### src/rtl/datamem_arbiter_pkg.sv
// Shared types for the DataMemory port arbiter: FSM state and the read-return tag.
package datamem_arb_pkg;

   typedef enum logic [1:0] {
      IDLE    = 2'd0,
      CPU_ACC = 2'd1,
      VID_ACC = 2'd2,
      KB_ACC  = 2'd3
   } arb_state_t;

   typedef enum logic [1:0] {
      NONE = 2'd0,
      CPU  = 2'd1,
      VID  = 2'd2
   } ret_tag_t;

endpackage

### src/rtl/datamem_arbiter_starve_counter.sv
// Saturating count of consecutive video/keyboard grants taken while the CPU waits.
module arb_starve_counter #(
   parameter int STARVE = 4
) (
   input  logic clk,
   input  logic reset,
   input  logic inc,
   input  logic clr,
   output logic at_limit
);

   localparam int CW = (STARVE > 0) ? $clog2(STARVE + 1) : 1;

   logic [CW-1:0] cnt;

   always_ff @(posedge clk) begin
      if (!reset) begin
         cnt <= '0;
      end else if (clr) begin
         cnt <= '0;
      end else if (inc && (cnt != CW'(STARVE))) begin
         cnt <= cnt + CW'(1);
      end
   end

   assign at_limit = (cnt == CW'(STARVE));

endmodule

### src/rtl/datamem_arbiter.sv
// Shares the single DataMemory port between CPU load/store, video fetch and the
// keyboard mailbox; VID > KB > CPU, with a guaranteed CPU slot after STARVE grants.
module datamem_arbiter
   import datamem_arb_pkg::*;
#(
   parameter int bus     = 32,
   parameter int memsize = 256,
   parameter int KB_ADDR = memsize - 1,
   parameter int STARVE  = 4
) (
   input  logic           clk,
   input  logic           reset,
   input  logic           cpu_re,
   input  logic           cpu_we,
   input  logic [bus-1:0] cpu_addr,
   input  logic [bus-1:0] cpu_wdata,
   output logic [bus-1:0] cpu_rdata,
   output logic           cpu_done,
   output logic           cpu_stall,
   input  logic           vid_req,
   input  logic [bus-1:0] vid_addr,
   output logic           vid_gnt,
   output logic [bus-1:0] vid_rdata,
   output logic           vid_valid,
   input  logic           kb_req,
   input  logic [bus-1:0] kb_data,
   output logic           kb_ack,
   output logic [bus-1:0] mem_addr,
   output logic [bus-1:0] mem_wdata,
   output logic           mem_re,
   output logic           mem_we,
   input  logic [bus-1:0] mem_rdata,
   output logic           addr_err
);

   // Handshake: cpu_re/cpu_we are held until the one-cycle cpu_done pulse; vid_req is
   // a level, each cycle it is sampled high earns one vid_gnt cycle; kb_req is a strobe.
   arb_state_t     state, state_nx;
   ret_tag_t       ret_tag;
   logic           ret_zero;
   logic [bus-1:0] cap_addr, cap_wdata;
   logic           cap_wr, cap_oor;
   logic [bus-1:0] kb_hold;
   logic           kb_pend;
   logic           err_q;
   logic           at_limit;
   logic           cpu_req, cpu_pend, kb_elig, cpu_oor, vid_oor;
   logic           starve_inc, starve_clr;

   always_comb begin
      cpu_req  = cpu_re | cpu_we;
      // The CPU is ineligible from its grant until its completion pulse.
      cpu_pend = cpu_req & (state != CPU_ACC) & (ret_tag != CPU);
      kb_elig  = kb_req | (kb_pend & (state != KB_ACC));
      cpu_oor  = (cpu_addr >= bus'(memsize));
      vid_oor  = (vid_addr >= bus'(memsize));

      state_nx = IDLE;
      if (cpu_pend && at_limit)  state_nx = CPU_ACC;
      else if (vid_req)          state_nx = VID_ACC;
      else if (kb_elig)          state_nx = KB_ACC;
      else if (cpu_pend)         state_nx = CPU_ACC;

      starve_inc = cpu_pend & ((state_nx == VID_ACC) | (state_nx == KB_ACC));
      starve_clr = ~cpu_pend | (state_nx == CPU_ACC);
   end

   arb_starve_counter #(.STARVE(STARVE)) u_starve (
      .clk      (clk),
      .reset    (reset),
      .inc      (starve_inc),
      .clr      (starve_clr),
      .at_limit (at_limit)
   );

   always_ff @(posedge clk) begin
      if (!reset) begin
         state     <= IDLE;
         ret_tag   <= NONE;
         ret_zero  <= 1'b0;
         cap_addr  <= '0;
         cap_wdata <= '0;
         cap_wr    <= 1'b0;
         cap_oor   <= 1'b0;
         kb_hold   <= '0;
         kb_pend   <= 1'b0;
         err_q     <= 1'b0;
      end else begin
         state <= state_nx;

         case (state_nx)
            CPU_ACC: begin
               cap_addr  <= cpu_addr;
               cap_wdata <= cpu_wdata;
               cap_wr    <= cpu_we;
               cap_oor   <= cpu_oor;
            end
            VID_ACC: begin
               cap_addr  <= vid_addr;
               cap_wdata <= '0;
               cap_wr    <= 1'b0;
               cap_oor   <= vid_oor;
            end
            default: begin
               cap_addr  <= '0;
               cap_wdata <= '0;
               cap_wr    <= 1'b0;
               cap_oor   <= 1'b0;
            end
         endcase

         // Tag the read issued this cycle so next cycle's mem_rdata reaches its owner.
         case (state)
            CPU_ACC: ret_tag <= cap_wr ? NONE : CPU;
            VID_ACC: ret_tag <= VID;
            default: ret_tag <= NONE;
         endcase
         ret_zero <= cap_oor;

         if (kb_req) begin
            kb_hold <= kb_data;
            kb_pend <= 1'b1;
         end else if (state == KB_ACC) begin
            kb_pend <= 1'b0;
         end

         if (((state_nx == CPU_ACC) && cpu_oor) || ((state_nx == VID_ACC) && vid_oor))
            err_q <= 1'b1;
      end
   end

   // Outputs decode the registered state; while reset is low everything reads zero.
   always_comb begin
      mem_addr  = '0;
      mem_wdata = '0;
      mem_re    = 1'b0;
      mem_we    = 1'b0;
      cpu_done  = 1'b0;
      cpu_rdata = '0;
      cpu_stall = 1'b0;
      vid_gnt   = 1'b0;
      vid_valid = 1'b0;
      vid_rdata = '0;
      kb_ack    = 1'b0;
      addr_err  = 1'b0;
      if (reset) begin
         case (state)
            CPU_ACC: begin
               mem_addr  = cap_addr;
               mem_wdata = cap_wdata;
               mem_re    = ~cap_wr & ~cap_oor;
               mem_we    = cap_wr & ~cap_oor;
               cpu_done  = cap_wr;
            end
            VID_ACC: begin
               mem_addr = cap_addr;
               mem_re   = ~cap_oor;
               vid_gnt  = 1'b1;
            end
            KB_ACC: begin
               mem_addr  = bus'(KB_ADDR);
               mem_wdata = kb_hold;
               mem_we    = 1'b1;
               kb_ack    = 1'b1;
            end
            default: ;
         endcase

         if (ret_tag == CPU) begin
            cpu_done  = 1'b1;
            cpu_rdata = ret_zero ? '0 : mem_rdata;
         end
         if (ret_tag == VID) begin
            vid_valid = 1'b1;
            vid_rdata = ret_zero ? '0 : mem_rdata;
         end

         cpu_stall = cpu_req & ~cpu_done;
         addr_err  = err_q;
      end
   end

endmodule

### config.mk
export PLATFORM = sky130hd
export DESIGN_NAME = datamem_arbiter
export DESIGN_NICKNAME = d
export VERILOG_FILES = /design/src/rtl/datamem_arbiter_pkg.sv /design/src/rtl/datamem_arbiter_starve_counter.sv /design/src/rtl/datamem_arbiter.sv
export SDC_FILE = /design/constraint.sdc
export NUM_CORES = 1
export LEC_CHECK = 0
export ABC_AREA = 0
export BUFFER_PORTS_ARGS = -buffer_cell sky130_fd_sc_hd__buf_2
export CORE_AREA = 2 2 118 120
export CTS_CLUSTER_DIAMETER = 40
export DETAILED_ROUTE_END_ITERATION = 6
export DIE_AREA = 0 0 120 122
export PLACE_DENSITY = 0.76
export REMOVE_ABC_BUFFERS = 1
export SYNTH_ARGS = -nofsm -noshare
export SYNTH_HDL_FRONTEND = slang
export SYNTH_SLANG_ARGS = --single-unit
### constraint.sdc
create_clock -name clk -period 3 [get_ports clk]
set_input_delay 0.3 -clock clk [delete_from_list [all_inputs] [get_ports clk]]
set_output_delay 0.3 -clock clk [all_outputs]
set_load 0.02 [all_outputs]
Word-level counts from Yosys, hierarchy flattened:

Index checks and enable logic that the tools add are counted.

* flip-flop bits (word level): 108
* input bits: 166
* output and inout bits: 136
* word-level logic and storage cells: 87

* add/subtract/negate cells: 1
* $lt $le $gt $ge: 2
* equal/unequal tests: 13
* muxes and demuxes: 35
* bitwise gates (word level): 16
* reductions and logical operators: 9

Operator list (number)
* $mux 32: 7
* $pmux 32 s2: 3
* $ge 32x9->1 const B: 2
* $mux 1: 18
* $eq 2x2->1 const B: 5
* $and 1x1->1: 7
* $eq 2x1->1 const B: 3
* $mux 2: 3
* $pmux 1 s2: 3
* $not 1->1: 5
* $logic_and 1x1->1: 4
* $ne 2x1->1 const B: 2
* $or 1x1->1: 4
* $pmux 2 s2: 1
* $reduce_or 2->1: 2
* $add 3x1->3 const B: 1
* $eq 3x3->1 const B: 1
* $ne 3x3->1 const B: 1
* $ne 2x2->1 const B: 1
* $reduce_and 2->1: 1
* $reduce_bool 2->1: 1
* $logic_or 1x1->1: 1

Longest topological paths before layout:

* depth after elaboration: 11
* mapped depth: 11
* depth with buffers taken out: 11

Cells and area by module:

From an unflattened synthesis, not the netlist that was laid out.

* cells, all modules: 562
* area total of the unflattened synthesis: 4942.2 um^2

Modules (own cells, without submodules)
* datamem_arbiter: instances 1, cells an instance 544, area each 4754.6 um^2, sequential area each 2102.0 um^2
* arb_starve_counter: instances 1, cells an instance 18, area each 187.7 um^2, sequential area each 60.1 um^2

Worst setup path after synthesis:

OpenSTA, ideal clock, no wires.

* path type: register to register
* from: register state[1]
* to: register cap_addr[10]
* library setup time: 117 ps
* arrival: 1843 ps
* required time: 2883 ps
* setup slack: 1040 ps
* cell stages (with the launch flop): 10
* path buffers: 2
* clock period less this slack: 1960 ps
* cells stage by stage: dfxtp_1 inv_1 ha_1 o41ai_2 o21ai_1 ha_1 nand2b_1 clkbuf_1 buf_2 nor2_1

* word-level cells in the longest chain between the ends: 9
* elaborated cells between the ends (all ways): 14
* classes of those cells: eq/ne (4); mux (5); bitwise (4); reduce/logical (1)

Ends and longest elaborated chain
* start, declared: RTL line datamem_arbiter.sv:38 `arb_state_t state, state_nx;`
* start signal, assigned: RTL line datamem_arbiter.sv:89 `state <= state_nx;`
* $ne 2x1->1: RTL line datamem_arbiter.sv:53 `cpu_pend = cpu_req & (state != CPU_ACC) & (ret_tag != CPU);`
* $and 1x1->1 (2 in a row): RTL line datamem_arbiter.sv:53
* $mux 1: RTL line datamem_arbiter.sv:62 `else if (cpu_pend) state_nx = CPU_ACC;`
* $mux 2: RTL line datamem_arbiter.sv:61 `else if (kb_elig) state_nx = KB_ACC;`
* $mux 2: RTL line datamem_arbiter.sv:60 `else if (vid_req) state_nx = VID_ACC;`
* $mux 2 *: RTL line datamem_arbiter.sv:59 `if (cpu_pend && at_limit) state_nx = CPU_ACC;`
* $eq 2x2->1 / $eq 2x1->1 (equally long branches): RTL line datamem_arbiter.sv:91 `case (state_nx)`
* $pmux 32 s2 *: RTL line datamem_arbiter.sv:91
* end signal, assigned: RTL line datamem_arbiter.sv:93 `cap_addr <= cpu_addr;`
* end signal, assigned: RTL line datamem_arbiter.sv:99 `cap_addr <= vid_addr;`
* end, declared: RTL line datamem_arbiter.sv:41 `logic [bus-1:0] cap_addr, cap_wdata;`

Mark *: on every way between the ends. The rest lies on a longest branch, timed or not.
A chain may end at the register's enable or synchronous reset.

Worst setup path in the final report:

* from: register state[0]
* to: register u_starve.cnt[2]

* elaborated cells between the ends (all ways): 20
* classes of those cells: eq/ne (5); mux (4); bitwise (8); reduce/logical (3)

RTL lines
* $ne 2x2->1: RTL line datamem_arbiter.sv:54 `kb_elig = kb_req | (kb_pend & (state != KB_ACC));`
* $and 1x1->1: RTL line datamem_arbiter.sv:54
* $or 1x1->1: RTL line datamem_arbiter.sv:54
* $mux 2: RTL line datamem_arbiter.sv:61
* $mux 2: RTL line datamem_arbiter.sv:60
* $mux 2 *: RTL line datamem_arbiter.sv:59
* via state_nx[1]: RTL line datamem_arbiter.sv:38
* $eq 2x2->1: RTL line datamem_arbiter.sv:64 `starve_inc = cpu_pend & ((state_nx == VID_ACC) | (state_nx == KB_ACC));`
* $or 1x1->1: RTL line datamem_arbiter.sv:64
* $and 1x1->1: RTL line datamem_arbiter.sv:64
* $logic_and 1x1->1: RTL line datamem_arbiter_starve_counter.sv:21 `end else if (inc && (cnt != CW'(STARVE))) begin`
* end signal, assigned: RTL line datamem_arbiter_starve_counter.sv:22 `cnt <= cnt + CW'(1);`
* end, declared: RTL line datamem_arbiter_starve_counter.sv:14 `logic [CW-1:0] cnt;`

The timed path passes the listed nets; every way through them passes the cells marked *.

==> reports/summary.txt <==
Post-CTS Setup Bufs - 0
Finished Layout Cells - 1026
# IOs - 302
Final period util - 76.4%
Gr ovfl total - 0
Iteration-0 DRC Markers - 181
Setup TNS - 0 ns
Placed Instances - 1008
Max-slew headroom - 49.3%
Site Rows - 43
R2R Path End - u_starve.cnt[2]$_SDFFE_PP0P_
CTS tree - yes
Status - finished, final reports clean
Core area - 0.0135 mm^2
Critical Path End - u_starve.cnt[2]$_SDFFE_PP0P_
Yosys warnings - 0
Total Die Area - 0.0146 mm^2
Worst Hold Depth - 3
DRT Wirelength - 14.3 mm
Total GRT Usage - 18.1%
Slowest-stage cell, CP - dfxtp_1
H-tree depth - 3
Final #Nets - 1014
Die Y-Extent - 122 um
Hold_sp - kb_data[5]
Max Cap Viol - 0
Crit path time final - 2.29 ns
Startpoint type of the worst setup path - flip-flop
Pre-antenna DRT Iters - 5
Die X - 120 um
Vias/cell - 4.79
FF-to-FF setup slack - 0.71 ns
Crit path required time - 3.29 ns
TritonCTS Buffers - 9
# port buffers - 301
Seq/Total Area, Yosys - 44.2%
Leakage - 3.73 nW
Critical Path Max Stage Delay - 0.33 ns
Hold slack - 0.185 ns
Setup violators final - 0
Beginning of the critical path - state[0]$_SDFF_PN0_
Crit Path Category - reg -> reg
Initial core utilization - 36.2%
Max Fclk - 0.436 GHz
Post-CTS Resized - 0
Gpl congestion - 0.811
CTS max path bufs - 2
WP data arrival - 2.58 ns
Via count - 4917
Layout cells sized above 1 - 40.4%
Reg2Reg Depth - 10
Later-pin clock latency in the skew report - 0.34 ns
Synth Area per Inst - 8.74 um^2
Clk sinks - 108
Number of global-route vias before repair - 4433
Most frequent CP cell - ha_1
Power Dens Cells - 458 mW/mm^2
First-pass GRT wire length - 21.0 mm
Hold Vio Cnt, Final - 0
Largest net degree at the start of global routing - 35
Worst-Margin Slew - 0.759 ns
P&R area growth vs syn - 38.9%
Hpwl dp - 10.8 mm
Netlist Area Pre-Place - 0.00489 mm^2
Routed length per instance - 13.9 um
CP max FO - 34
Fin util - 50.3%
DRC - 0
Detail Route Antenna Nets - 0
RSZ-0062 raised after global routing - false
Cells along the critical path - ha_1 > inv_1 > a21oi_1 > a32oi_1 > ha_1 > buf_4 > a2bb2oi_2 > nand2_1 > xor2_1 > nor2_1
Post-synthesis cell type count - 39
Max IR drop VDD - 397 uV
Initial antenna violation count - 2
Final Slew Violations - 0
Setup ws final - 0.707 ns
Worst R2R Start - state[0]$_SDFF_PN0_
Reg clk slew, reported paths - 0.07 ns
Hold_buf cts - 0
HP Class - in -> reg
Setup WS pre-CTS - 0.697 ns
Root Buffer - clkbuf_16
Final setup skew - 0.00546 ns
Mapped Cells - 559
Endpoint type of the worst setup path - flip-flop
Post-synthesis register bit count - 108
==> where the power goes <==
part	switching, mW	internal [mW]	total [mW]
registers	0.0285	1.50	1.52
clock network	0.541	0.576	1.12
logic	0.260	0.210	0.470
==> cells in the mapped netlist <==
master / count / area (um^2)
nor2_1: 138 / 518
dfxtp_1: 108 / 2160
and3_1: 33 / 206
nand2b_1: 33 / 206
a22o_1: 32 / 280
a22oi_1: 32 / 240
mux2i_1: 32 / 320
and2_1: 29 / 181
buf_2: 15 / 75.1
clkbuf_1: 13 / 48.8
inv_1: 12 / 45.0
nor4_1: 12 / 75.1
buf_4: 10 / 75.1
a21o_1: 9 / 67.6
ha_1: 9 / 113
nand2_1: 8 / 30.0
clkbuf_2: 6 / 30.0
a21oi_1: 5 / 25.0
buf_1: 2 / 7.51
nand3b_1: 2 / 15.0
a2bb2oi_2: 1 / 15.0
a31o_2: 1 / 8.76
a31oi_1: 1 / 6.26
a32oi_1: 1 / 8.76
inv_2: 1 / 3.75
nand4_1: 1 / 6.26
nor2_2: 1 / 6.26
nor2_4: 1 / 11.3
nor2b_2: 1 / 8.76
nor3_1: 1 / 5.00
nor3_2: 1 / 10.0
nor3_4: 1 / 16.3
nor3b_1: 1 / 7.51
o21ai_0: 1 / 5.00
o21ai_1: 1 / 5.00
o31ai_1: 1 / 7.51
o41ai_2: 1 / 16.3
xnor2_1: 1 / 8.76
xor2_1: 1 / 8.76
==> worst min path at each step <==
stage | slack [ns] | to
detailed placement | 0.47 | err_q$_SDFFE_PN0P_
global placement | 0.47 | err_q$_SDFFE_PN0P_
floorplan | 0.42 | ret_tag[1]$_SDFF_PN0_
CTS | 0.17 | cap_wdata[9]$_SDFF_PN0_
finish | 0.19 | kb_hold[5]$_SDFFE_PN0P_
global route | 0.18 | cap_wdata[0]$_SDFF_PN0_
==> layout make-up <==
cell class	count	area (um^2)
clock inverters	7	56.3
inverters	13	48.8
clock buffers	9	225
well taps	180	225
diodes	2	5.00
flip-flops and latches	108	2160
repair buffers	315	1620
fillers	1305	6720
multi-input cells	392	2440
==> cell families (layout without fill, tap and decap cells) <==
family	Yosys count	in the layout	synth area share [%]
AO/OA/AOI/OAI	86	86	14.0
other	0	2	0
XOR/XNOR	2	2	0.358
buffers and inverters	59	344	5.84
adder cells (fa/ha/maj)	9	9	2.30
multiplexers	32	32	6.55
AND/OR/NAND/NOR	263	263	26.7
flip-flops	108	108	44.2
==> registers in the layout, summed over array words and instances (netlist names) <==
| signal | count |
|---|---|
| cap_addr | 32 |
| cap_oor | 1 |
| cap_wdata | 32 |
| cap_wr | 1 |
| err_q | 1 |
| kb_hold | 32 |
| kb_pend | 1 |
| ret_tag | 2 |
| ret_zero | 1 |
| state | 2 |
| u_starve.cnt | 3 |
==> stage by stage <==
stage,power [mW],instance area [um^2]
final,3.11,6790
after floorplan,1.79,4650
after detailed placement,2.03,6500
after global routing,3.26,6780
after global placement,2.02,6500
after CTS,3.16,6780
==> layer usage <==
layer	part of all wire, %	up-vias	GRT usage (%)
met5	0	-	0
met4	1.5	0	5.44
met3	6.9	17	4.82
met2	50	188	33.1
met1	41	2248	20.6
li1	-	2464	-
==> critical path, delay by kind of cell (launching register included) <==
family | cells | cell delay (ns)
compound gates | 3 | 0.69
xor+xnor | 1 | 0.14
fa+ha+maj | 2 | 0.40
buf+inv | 2 | 0.49
flops | 1 | 0.33
simple gates | 2 | 0.17
==> cells in the final DEF, fill, tap and decap left out, types with 2 or more instances in the layout <==
master,n
buf_2,301
nor2_1,138
dfxtp_1,108
nand2b_1,33
and3_1,33
mux2i_1,32
a22o_1,32
a22oi_1,32
and2_1,29
buf_4,13
inv_1,12
nor4_1,12
a21o_1,9
clkbuf_16,9
nand2_1,8
ha_1,8
a21oi_1,5
inv_6,3
diode_2,2
nand3b_1,2
clkinv_2,2
No activity file was read; power rests on OpenSTA's default activity.
